**config.mk**
```make
export PLATFORM = sky130hd
export DESIGN_NAME = uart_rx_framed
export DESIGN_NICKNAME = d
export VERILOG_FILES = /design/src/rtl/uart_pkg.sv /design/src/rtl/uart_rx_fifo.sv /design/src/rtl/uart_rx_framed.sv
export SDC_FILE = /design/constraint.sdc
export NUM_CORES = 1
export LEC_CHECK = 0
export ABC_AREA = 1
export BUFFER_PORTS_ARGS = -buffer_cell sky130_fd_sc_hd__buf_2
export CELL_PAD_IN_SITES_DETAIL_PLACEMENT = 0
export CELL_PAD_IN_SITES_GLOBAL_PLACEMENT = 1
export CORE_MARGIN = 2
export CORE_UTILIZATION = 43
export CTS_CLUSTER_DIAMETER = 100
export DETAILED_ROUTE_END_ITERATION = 6
export GPL_TIMING_DRIVEN = 0
export PLACE_DENSITY = 0.75
export SLEW_MARGIN = 25
export SYNTH_ARGS = -nofsm -noshare
export SYNTH_HDL_FRONTEND = slang
export SYNTH_SLANG_ARGS = --single-unit
export TNS_END_PERCENT = 30
```
**constraint.sdc**
```tcl
create_clock -name clk -period 1.81 [get_ports clk]
set_clock_uncertainty 0.05 [all_clocks]
set_input_delay 0.0905 -clock clk [delete_from_list [all_inputs] [get_ports clk]]
set_output_delay 0.0905 -clock clk [all_outputs]
set_load 0.02 [all_outputs]
```
**src/rtl/uart_pkg.sv**
```systemverilog
// Shared types and constants for the framed UART receiver.
// Holds the parity mode, the receive FSM states and the majority-vote sample positions.
package uart_pkg;

    typedef enum logic [1:0] {
        PAR_NONE,
        PAR_EVEN,
        PAR_ODD
    } parity_t;

    typedef enum logic [2:0] {
        ST_IDLE,
        ST_START,
        ST_DATA,
        ST_PARITY,
        ST_STOP,
        ST_WAIT_IDLE
    } rx_state_t;

    // Three samples straddling the bit centre feed the 2-of-3 vote.
    function automatic int vote_lo(input int oversample);
        return oversample / 2 - 1;
    endfunction

    function automatic int vote_mid(input int oversample);
        return oversample / 2;
    endfunction

    function automatic int vote_hi(input int oversample);
        return oversample / 2 + 1;
    endfunction

endpackage

```
**src/rtl/uart_rx_fifo.sv**
```systemverilog
// First-word-fall-through FIFO; head visible the cycle after a write into an empty FIFO.
// Backpressure: a write is refused only when full with no simultaneous pop (wr_ok low).
module uart_rx_fifo #(
    parameter int WIDTH = 10,
    parameter int DEPTH = 4
) (
    input  logic             clk,
    input  logic             reset_n,
    input  logic             wr_en,
    input  logic [WIDTH-1:0] wr_data,
    output logic             wr_ok,
    input  logic             rd_en,
    output logic [WIDTH-1:0] rd_data,
    output logic             rd_valid
);
    localparam int AW = $clog2(DEPTH);

    logic [WIDTH-1:0] mem [DEPTH];
    logic [AW:0]      wr_ptr;
    logic [AW:0]      rd_ptr;
    logic             empty;
    logic             full;
    logic             pop;
    logic             do_wr;

    assign empty    = (wr_ptr == rd_ptr);
    assign full     = (wr_ptr[AW-1:0] == rd_ptr[AW-1:0]) && (wr_ptr[AW] != rd_ptr[AW]);
    assign rd_valid = !empty;
    assign pop      = rd_en && !empty;
    assign wr_ok    = !full || pop;
    assign do_wr    = wr_en && wr_ok;
    // Zero the head when empty so outputs read 0 after reset without resetting storage.
    assign rd_data  = empty ? '0 : mem[rd_ptr[AW-1:0]];

    always_ff @(posedge clk or negedge reset_n) begin
        if (!reset_n) begin
            wr_ptr <= '0;
            rd_ptr <= '0;
        end else begin
            if (do_wr) wr_ptr <= wr_ptr + 1'b1;
            if (pop)   rd_ptr <= rd_ptr + 1'b1;
        end
    end

    always_ff @(posedge clk) begin
        if (do_wr) mem[wr_ptr[AW-1:0]] <= wr_data;
    end

endmodule

```
**src/rtl/uart_rx_framed.sv**
```systemverilog
// Oversampling UART receiver with parity/framing/break detection feeding an output FIFO.
// Latency: entry visible 2 clocks after the last stop sample; backpressure via m_ready, full FIFO drops frames (overrun).
module uart_rx_framed
    import uart_pkg::*;
#(
    parameter int      CLOCK_FREQ = 50000000,
    parameter int      BAUD_RATE  = 115200,
    parameter int      DATA_BITS  = 8,
    parameter parity_t PARITY     = PAR_NONE,
    parameter int      STOP_BITS  = 1,
    parameter int      OVERSAMPLE = 16,
    parameter int      FIFO_DEPTH = 4
) (
    input  logic                 clk,
    input  logic                 reset_n,
    input  logic                 rx,
    output logic [DATA_BITS-1:0] m_data,
    output logic                 m_parity_err,
    output logic                 m_frame_err,
    output logic                 m_valid,
    input  logic                 m_ready,
    output logic                 overrun,
    output logic                 break_det
);
    localparam int DIV   = CLOCK_FREQ / (BAUD_RATE * OVERSAMPLE);
    localparam int TW    = (DIV > 1) ? $clog2(DIV) : 1;
    localparam int SW    = $clog2(OVERSAMPLE);
    localparam int BW    = $clog2(DATA_BITS + 1);
    localparam int FW    = DATA_BITS + 2;
    localparam int V_LO  = vote_lo(OVERSAMPLE);
    localparam int V_MID = vote_mid(OVERSAMPLE);
    localparam int V_HI  = vote_hi(OVERSAMPLE);

    if (DATA_BITS < 5 || DATA_BITS > 9) begin : g_bad_data_bits
        $error("uart_rx_framed: DATA_BITS must be 5..9");
    end
    if (STOP_BITS < 1 || STOP_BITS > 2) begin : g_bad_stop_bits
        $error("uart_rx_framed: STOP_BITS must be 1 or 2");
    end
    if (OVERSAMPLE < 8 || (OVERSAMPLE & (OVERSAMPLE - 1)) != 0) begin : g_bad_oversample
        $error("uart_rx_framed: OVERSAMPLE must be a power of two >= 8");
    end
    if (FIFO_DEPTH < 2 || (FIFO_DEPTH & (FIFO_DEPTH - 1)) != 0) begin : g_bad_depth
        $error("uart_rx_framed: FIFO_DEPTH must be a power of two >= 2");
    end
    if (DIV < 1) begin : g_bad_div
        $error("uart_rx_framed: CLOCK_FREQ too low for BAUD_RATE*OVERSAMPLE");
    end

    rx_state_t            state, state_d;
    logic                 rx_meta, rx_sync, rx_prev;
    logic                 fall, tick, vote_now, bit_val, data_par, last_stop, is_break;
    logic                 push, brk;
    logic [TW-1:0]        tick_cnt;
    logic [SW-1:0]        samp_cnt;
    logic [BW-1:0]        bit_cnt;
    logic                 stop_cnt;
    logic [1:0]           votes;
    logic [DATA_BITS-1:0] shreg;
    logic                 par_bit, par_err, frm_err;
    logic                 wr_en, wr_ok, brk_r;
    logic [FW-1:0]        wr_word, rd_word;

    assign fall      = rx_prev && !rx_sync;
    assign tick      = (tick_cnt == TW'(DIV - 1));
    assign vote_now  = tick && (samp_cnt == SW'(V_HI));
    // The third vote is the live synchronised sample taken this tick.
    assign bit_val   = (votes[0] & votes[1]) | (votes[0] & rx_sync) | (votes[1] & rx_sync);
    assign data_par  = (PARITY == PAR_ODD) ? ~^shreg : ^shreg;
    assign last_stop = (stop_cnt == 1'(STOP_BITS - 1));
    assign is_break  = (shreg == '0) && !par_bit && !bit_val;

    always_ff @(posedge clk or negedge reset_n) begin
        if (!reset_n) begin
            rx_meta <= 1'b1;
            rx_sync <= 1'b1;
            rx_prev <= 1'b1;
        end else begin
            rx_meta <= rx;
            rx_sync <= rx_meta;
            rx_prev <= rx_sync;
        end
    end

    always_ff @(posedge clk or negedge reset_n) begin
        if (!reset_n) state <= ST_IDLE;
        else          state <= state_d;
    end

    always_comb begin
        state_d = state;
        push    = 1'b0;
        brk     = 1'b0;
        case (state)
            ST_IDLE:   if (fall) state_d = ST_START;
            ST_START:  if (vote_now) state_d = bit_val ? ST_IDLE : ST_DATA;
            ST_DATA: begin
                if (vote_now && bit_cnt == BW'(DATA_BITS - 1))
                    state_d = (PARITY == PAR_NONE) ? ST_STOP : ST_PARITY;
            end
            ST_PARITY: if (vote_now) state_d = ST_STOP;
            ST_STOP: begin
                if (vote_now) begin
                    if (!stop_cnt && is_break) begin
                        brk     = 1'b1;
                        state_d = ST_WAIT_IDLE;
                    end else if (last_stop) begin
                        push    = 1'b1;
                        state_d = rx_sync ? ST_IDLE : ST_WAIT_IDLE;
                    end
                end
            end
            ST_WAIT_IDLE: begin
                if (tick && rx_sync && samp_cnt == SW'(OVERSAMPLE - 1)) state_d = ST_IDLE;
            end
            default:   state_d = ST_IDLE;
        endcase
    end

    always_ff @(posedge clk or negedge reset_n) begin
        if (!reset_n) begin
            tick_cnt  <= '0;
            samp_cnt  <= '0;
            bit_cnt   <= '0;
            stop_cnt  <= 1'b0;
            votes     <= '0;
            shreg     <= '0;
            par_bit   <= 1'b0;
            par_err   <= 1'b0;
            frm_err   <= 1'b0;
            wr_en     <= 1'b0;
            wr_word   <= '0;
            brk_r     <= 1'b0;
            overrun   <= 1'b0;
        end else begin
            tick_cnt <= ((state == ST_IDLE && fall) || tick) ? '0 : tick_cnt + 1'b1;

            // WAIT_IDLE reuses the sample counter to time one full bit of continuous high.
            if (state == ST_IDLE || (state_d == ST_WAIT_IDLE && state != ST_WAIT_IDLE) ||
                (state == ST_WAIT_IDLE && !rx_sync))
                samp_cnt <= '0;
            else if (tick)
                samp_cnt <= samp_cnt + 1'b1;

            if (tick && samp_cnt == SW'(V_LO))  votes[0] <= rx_sync;
            if (tick && samp_cnt == SW'(V_MID)) votes[1] <= rx_sync;

            if (state != ST_DATA) bit_cnt <= '0;
            else if (vote_now)    bit_cnt <= bit_cnt + 1'b1;

            if (state != ST_STOP) stop_cnt <= 1'b0;
            else if (vote_now)    stop_cnt <= 1'b1;

            if (state == ST_DATA && vote_now) shreg <= {bit_val, shreg[DATA_BITS-1:1]};

            if (state == ST_START) begin
                par_bit <= 1'b0;
                par_err <= 1'b0;
                frm_err <= 1'b0;
            end else if (state == ST_PARITY && vote_now) begin
                par_bit <= bit_val;
                par_err <= bit_val ^ data_par;
            end else if (state == ST_STOP && vote_now) begin
                frm_err <= frm_err | ~bit_val;
            end

            wr_en <= push;
            if (push) wr_word <= {shreg, par_err, frm_err | ~bit_val};
            brk_r   <= brk;
            overrun <= wr_en && !wr_ok;
        end
    end

    uart_rx_fifo #(
        .WIDTH (FW),
        .DEPTH (FIFO_DEPTH)
    ) u_fifo (
        .clk      (clk),
        .reset_n  (reset_n),
        .wr_en    (wr_en),
        .wr_data  (wr_word),
        .wr_ok    (wr_ok),
        .rd_en    (m_ready),
        .rd_data  (rd_word),
        .rd_valid (m_valid)
    );

    assign m_data       = rd_word[FW-1:2];
    assign m_parity_err = rd_word[1];
    assign m_frame_err  = rd_word[0];
    assign break_det    = brk_r;

endmodule
```
; Yosys cells after proc, flatten, opt, wreduce, memory -nomap -nowiden
; Memory sizes are Yosys's and may differ from the RTL's.
; Cells that the tools add are included.
[totals]
reg_bits = 52
elab_cells = 128
in_bits = 4
mem_count = 1
output_inout_bits = 13
mem_bits_rw = 40
[mem_list]
columns = memory, depth, word_bits, rd, rd_clocked_by_memory_dff, wr, line_no
row1 = u_fifo.mem, 4, 10, 1, 0, 1, uart_rx_fifo.sv:18  ; logic [WIDTH-1:0] mem [DEPTH];
[classes]
addsub = 5
n_eq_ne = 19
mux = 35
n_bitwise = 8
n_reduce_logical = 40
[op_table]
columns = operator, count
row1 = $mux 3, 9
row2 = $logic_and 1x1->1, 20
row3 = $mux 1, 18
row4 = $pmux 3 s6, 1
row5 = $mux 4, 4
row6 = $eq 4x4->1 const B, 3
row7 = $mux 10, 1
row8 = $reduce_bool 2->1, 5
row9 = $eq 3x3->1 const B, 3
row10 = $add 4x1->4 const B, 2
row11 = $eq 4x3->1 const B, 2
row12 = $logic_not 8->1, 1
row13 = $reduce_xor 8->1, 1
row14 = $logic_not 1->1, 7
row15 = $add 3x1->3 const B, 2
row16 = $eq 3x2->1 const B, 2
row17 = $ne 3x3->1 const B, 2
row18 = $add 5x1->5 const B, 1
row19 = $eq 5x5->1 const B, 1
row20 = $mux 5, 1
row21 = $logic_or 1x1->1, 4
row22 = $and 1x1->1, 3
row23 = $eq 3x1->1 const B, 1
row24 = $eq 3x3->1, 1
row25 = 10 further kinds, 12

; Logic depth before layout (Yosys ltp)
[logic_depth]
ltp_word = 14
ltp_mapped = 11
ltp_nobuf = 9

; By module
; A second synthesis with hierarchy kept.
[unflattened]
hier_cells = 432
area_unflattened_um2 = 4235.3
[by_module_without_submodules]
columns = module, seq_area_each_um2, cells_per_inst, area_per_inst_um2, instances
row1 = uart_rx_framed, 1154.9, 255, 2262.2, 1
row2 = uart_rx_fifo, 1351.3, 177, 1973.1, 1

; Worst setup path after synthesis
; Ideal clock, no wire load.
[synth_timing]
kind = reg2reg
start = register u_fifo.rd_ptr[2]
end = memory u_fifo.mem[0][0], enable pin
setup_slack_ns = 0.017
synth_period_minus_slack_ns = 1.793
arrival_ns = 1.366
required_ns = 1.384
path_stages_with_launch = 6
path_buffers = 0
setup_ns = 0.376
path_cell_list = dfrtp_1 -> xnor2_1 -> nor2_1 -> nand2_1 -> nand2_1 -> nor2_1
[synth_between]
elab_chain_cells = 7
elab_cells_between_ends = 10
classes_between = 2 x eq/ne / 2 x mux / 6 x reduce/logical
[synth_lines]
columns = item, line_no
row1 = start: declaration, uart_rx_fifo.sv:20  ; logic [AW:0] rd_ptr;
row2 = start signal: assignment, uart_rx_fifo.sv:41  ; if (pop) rd_ptr <= rd_ptr + 1'b1;
row3 = $eq 3x3->1 or $ne 1x1->1 (tied branches), "uart_rx_fifo.sv:26, uart_rx_fifo.sv:27"
row4 = $logic_not 1->1 or $logic_and 1x1->1 (tied branches), "uart_rx_fifo.sv:29, uart_rx_fifo.sv:27"
row5 = $logic_and 1x1->1 or $logic_not 1->1 (tied branches), "uart_rx_fifo.sv:29, uart_rx_fifo.sv:30"
row6 = $logic_or 1x1->1 *, uart_rx_fifo.sv:30  ; assign wr_ok = !full || pop;
row7 = $logic_and 1x1->1 *, uart_rx_fifo.sv:31  ; assign do_wr = wr_en && wr_ok;
row8 = $mux 1 *, uart_rx_fifo.sv:46  ; if (do_wr) mem[wr_ptr[AW-1:0]] <= wr_data;
row9 = $mux 1 (implied by the code) *, uart_rx_fifo.sv:46
row10 = end: declaration, uart_rx_fifo.sv:18
; Mark *: on every way between the ends. The rest lies on a longest branch, timed or not.

; Final worst setup path
[layout_timing]
start = register u_fifo.rd_ptr[1]
end = output m_frame_err
[layout_between]
elab_chain_cells = 2
elab_cells_between_ends = 3
classes_between = 1 x eq/ne / 1 x mux / 1 x memory
[layout_lines]
columns = item, line_no
row1 = $mem_v2 4x10 or $eq 3x3->1 (tied branches), -
row2 = $mux 10 *, uart_rx_fifo.sv:33  ; assign rd_data = empty ? '0 : mem[rd_ptr[AW-1:0]];
row3 = end: declaration, uart_rx_framed.sv:19  ; output logic m_frame_err,
; Marks and branches as above.

==> flow_summary.ini <==
[place]
place.gp.congestion = 0.7518
io_buffers = 16
place_inst = 594
place_hpwl_um = 5247

[routing]
post-route-drc-count = 0
vias = 3051
drtIter0Drc = 89
viasPerCell = 4.797
firstDrtPassIters = 5
wl_per_cell_um = 12.97
ant_nets = 0
wirelength_um = 8248

[floorplan]
placementRows = 36
initial_utilization_pct = 43.88
coreArea_um2 = 9684
die_h_um = 103.4
num_io_pins = 17
dieArea_um2 = 10690
dieWidth_um = 103.4

[worst_setup_path]
max_stage_delay_ns = 0.46
crit_path_top_delay_cell = dfrtp_2
worst-path-buf-inv = 3
cp.depth = 7
endpoint_kind = output port
reg2reg_depth = 11
startpoint_type = register
critPathMaxFanout = 5
worstPathCellList = xor2_1 -> a21oi_2 -> nand2_2 -> buf_8 -> nand2_1 -> inv_1 -> buf_6
cp_top_family = flip-flops
critical_path_arrival_ns = 1.69
timing_worst_setup_path_type = register to output port
required_ns = 1.67

[clocking]
cts_buffers = 9
cts_buffer_depth = 2
root_buffer = clkbuf_8
clk_latency_ns = 0.35
cts_tree = done
cts.sinks = 92
path_clk_slew_ns = 0.10
cts-htree-levels = 3

[timing]
setup_viol = 14
fin_ws_ns = -0.01733
relSlewSlack_pct = 55.12
rsz0062_at_grt = true
setup-tns-final_ns = -0.1340
fin_crit_ns = 1.827
worstMarginPinSlew_ns = 0.6732
slew_violations = 0
fmaxAchievable_mhz = 547.2
final-hold-violation-count = 0
post-route-period-util_pct = 101.0

[pwr]
power.switching_mw = 1.065
p_sw_share_pct = 26.59
p_leak_nw = 2.500
finalPower_mw = 4.005
power.density_nw_per_um2 = 770.2
ir_worst_vdd_mv = 0.3762
pwr-share-seq_pct = 58.3
p_int_mw = 2.940
combPwrFrac_pct = 8.9
clockPowerShare_pct = 32.8

[synthesis]
ys_ff_latch = 92
netlist_area_um2 = 4249
ys_types = 27
netlist_instances = 445
synth_nets = 464
syn_area_per_cell_um2 = 9.548
synth_sequential_area_ratio_pct = 58.98
synth.yosys.warnings = 0

[grt]
grt_usage_pct = 16.49
grt_pass1_wl_um = 13390
grt_max_degree = 53
met3_usage_pct = 3.226
grt_pass1_vias = 2856
use_met2_pct = 28.64
antenna_found_initial = 0
top_usage_layer = met2
gr-total-overflow = 0
met1_usage_pct = 20.46

[layout]
drive_above_1_share_pct = 22.66
layout_common_cells = 77 x nand2_1, 51 x inv_1, 50 x nor2_1
final_cells = 636
layout_commonest_cell = nand2_1
nNetsFinal = 517
syn_to_final_growth_pct = 22.38
diodes = 0

[run]
cap_violations = 0

[outcome]
violations = setup timing
status = finished, violations left

[min_path]
hold_path.class = primary input to async pin
## layer usage
layer  vias up  share of wire (%)
met5         -                  0
met2        34                 53
li1       1556                  -
met4         0               0.67
met3         4                2.3
met1      1457                 44
## per-stage QoR
step | util (%) | hold WS (ns) | setup WS, ns | area (um^2)
after floorplan | - | -0.2551 | 0.01723 | 4249
after global placement | 46.42 | 0.1474 | -0.4887 | 4496
after detailed placement | 46.45 | 0.1246 | -0.4872 | 4498
after CTS | 50.54 | 0.2738 | -0.06291 | 4895
after global routing | 53.70 | 0.3142 | -0.1301 | 5200
final | 53.70 | 0.2664 | -0.01733 | 5200
## worst paths after layout
kind | start | endpoint | slack (ns)
max reg2reg | tick_cnt[0] | wr_word[3] | -0.02
max | u_fifo.rd_ptr[1] | m_frame_err | -0.02
max in group asynchronous | reset_n | u_fifo.wr_ptr[0] | 0.97
min in group clk | rx_meta | rx_sync | 0.31
min | reset_n | samp_cnt[2] | 0.27
min reg2reg | rx_meta | rx_sync | 0.31
## area by class of cell
type                            instances  area (um^2)
Timing Repair Buffer                   42        425.4
Clock inverter                          7        71.32
Clock buffer                            9        123.9
Sequential cell                        92         2511
Tap cell                              133        166.4
Multi-Input combinational cell        284         1579
Buffer                                 13        112.6
Fill cell                             901         4484
Inverter                               56        210.2
## cells by family (layout without fill, tap and decap cells)
group,Yosys count,in the layout,synth area share (%)
XOR/XNOR,14,14,2.886
buffers and inverters,69,127,6.714
AND/OR/NAND/NOR,202,202,20.55
AO/OA/AOI/OAI,53,53,6.449
flip-flops,92,92,58.98
adder cells (fa/ha/maj),15,15,4.417
## power groups by stage
stage	combinational, mW	clock, mW	sequential (mW)
after CTS	0.317	1.37	2.33
after detailed placement	0.312	0	2.37
final	0.355	1.32	2.33
after floorplan	0.232	0	2.36
after global routing	0.416	1.45	2.35
after global placement	0.295	0	2.37
## state kept, by name, summed over array words and instances (netlist names), 2 cells and up
name           count
bit_cnt            4
samp_cnt           4
shreg              8
state              3
tick_cnt           5
u_fifo.mem        40
u_fifo.rd_ptr      3
u_fifo.wr_ptr      3
votes              2
wr_word           10
## cell usage after synthesis (all sizes together)
| cell | count | area share (%) |
|---|---|---|
| nand4 | 11 | 1.6 |
| nor3 | 4 | 0.47 |
| o21ai | 46 | 5.4 |
| edfxtp | 40 | 28 |
| a21oi | 5 | 0.68 |
| clkbuf | 8 | 0.71 |
| nand2 | 94 | 8.4 |
| buf | 5 | 1.1 |
| nor2 | 60 | 5.9 |
| or2 | 1 | 0.15 |
| inv | 56 | 4.9 |
| xnor2 | 5 | 1.0 |
| ha | 15 | 4.4 |
| nand3 | 30 | 3.7 |
| o211ai | 2 | 0.35 |
| nand3b | 2 | 0.35 |
| xor2 | 9 | 1.9 |
| dfstp | 3 | 1.9 |
| dfrtp | 49 | 29 |
## timing repair
action | 4_1_cts | 5_1_grt
cloned | 0 | 2
endpoints found under the setup margin | 70 | 82
setup buffers | 6 | 15
pin swaps | 6 | 7
hold endpoints to repair | 53 | 0
hold buffers | 3 | 0
resized for setup | 29 | 68
No activity file was read; power rests on OpenSTA's default activity.
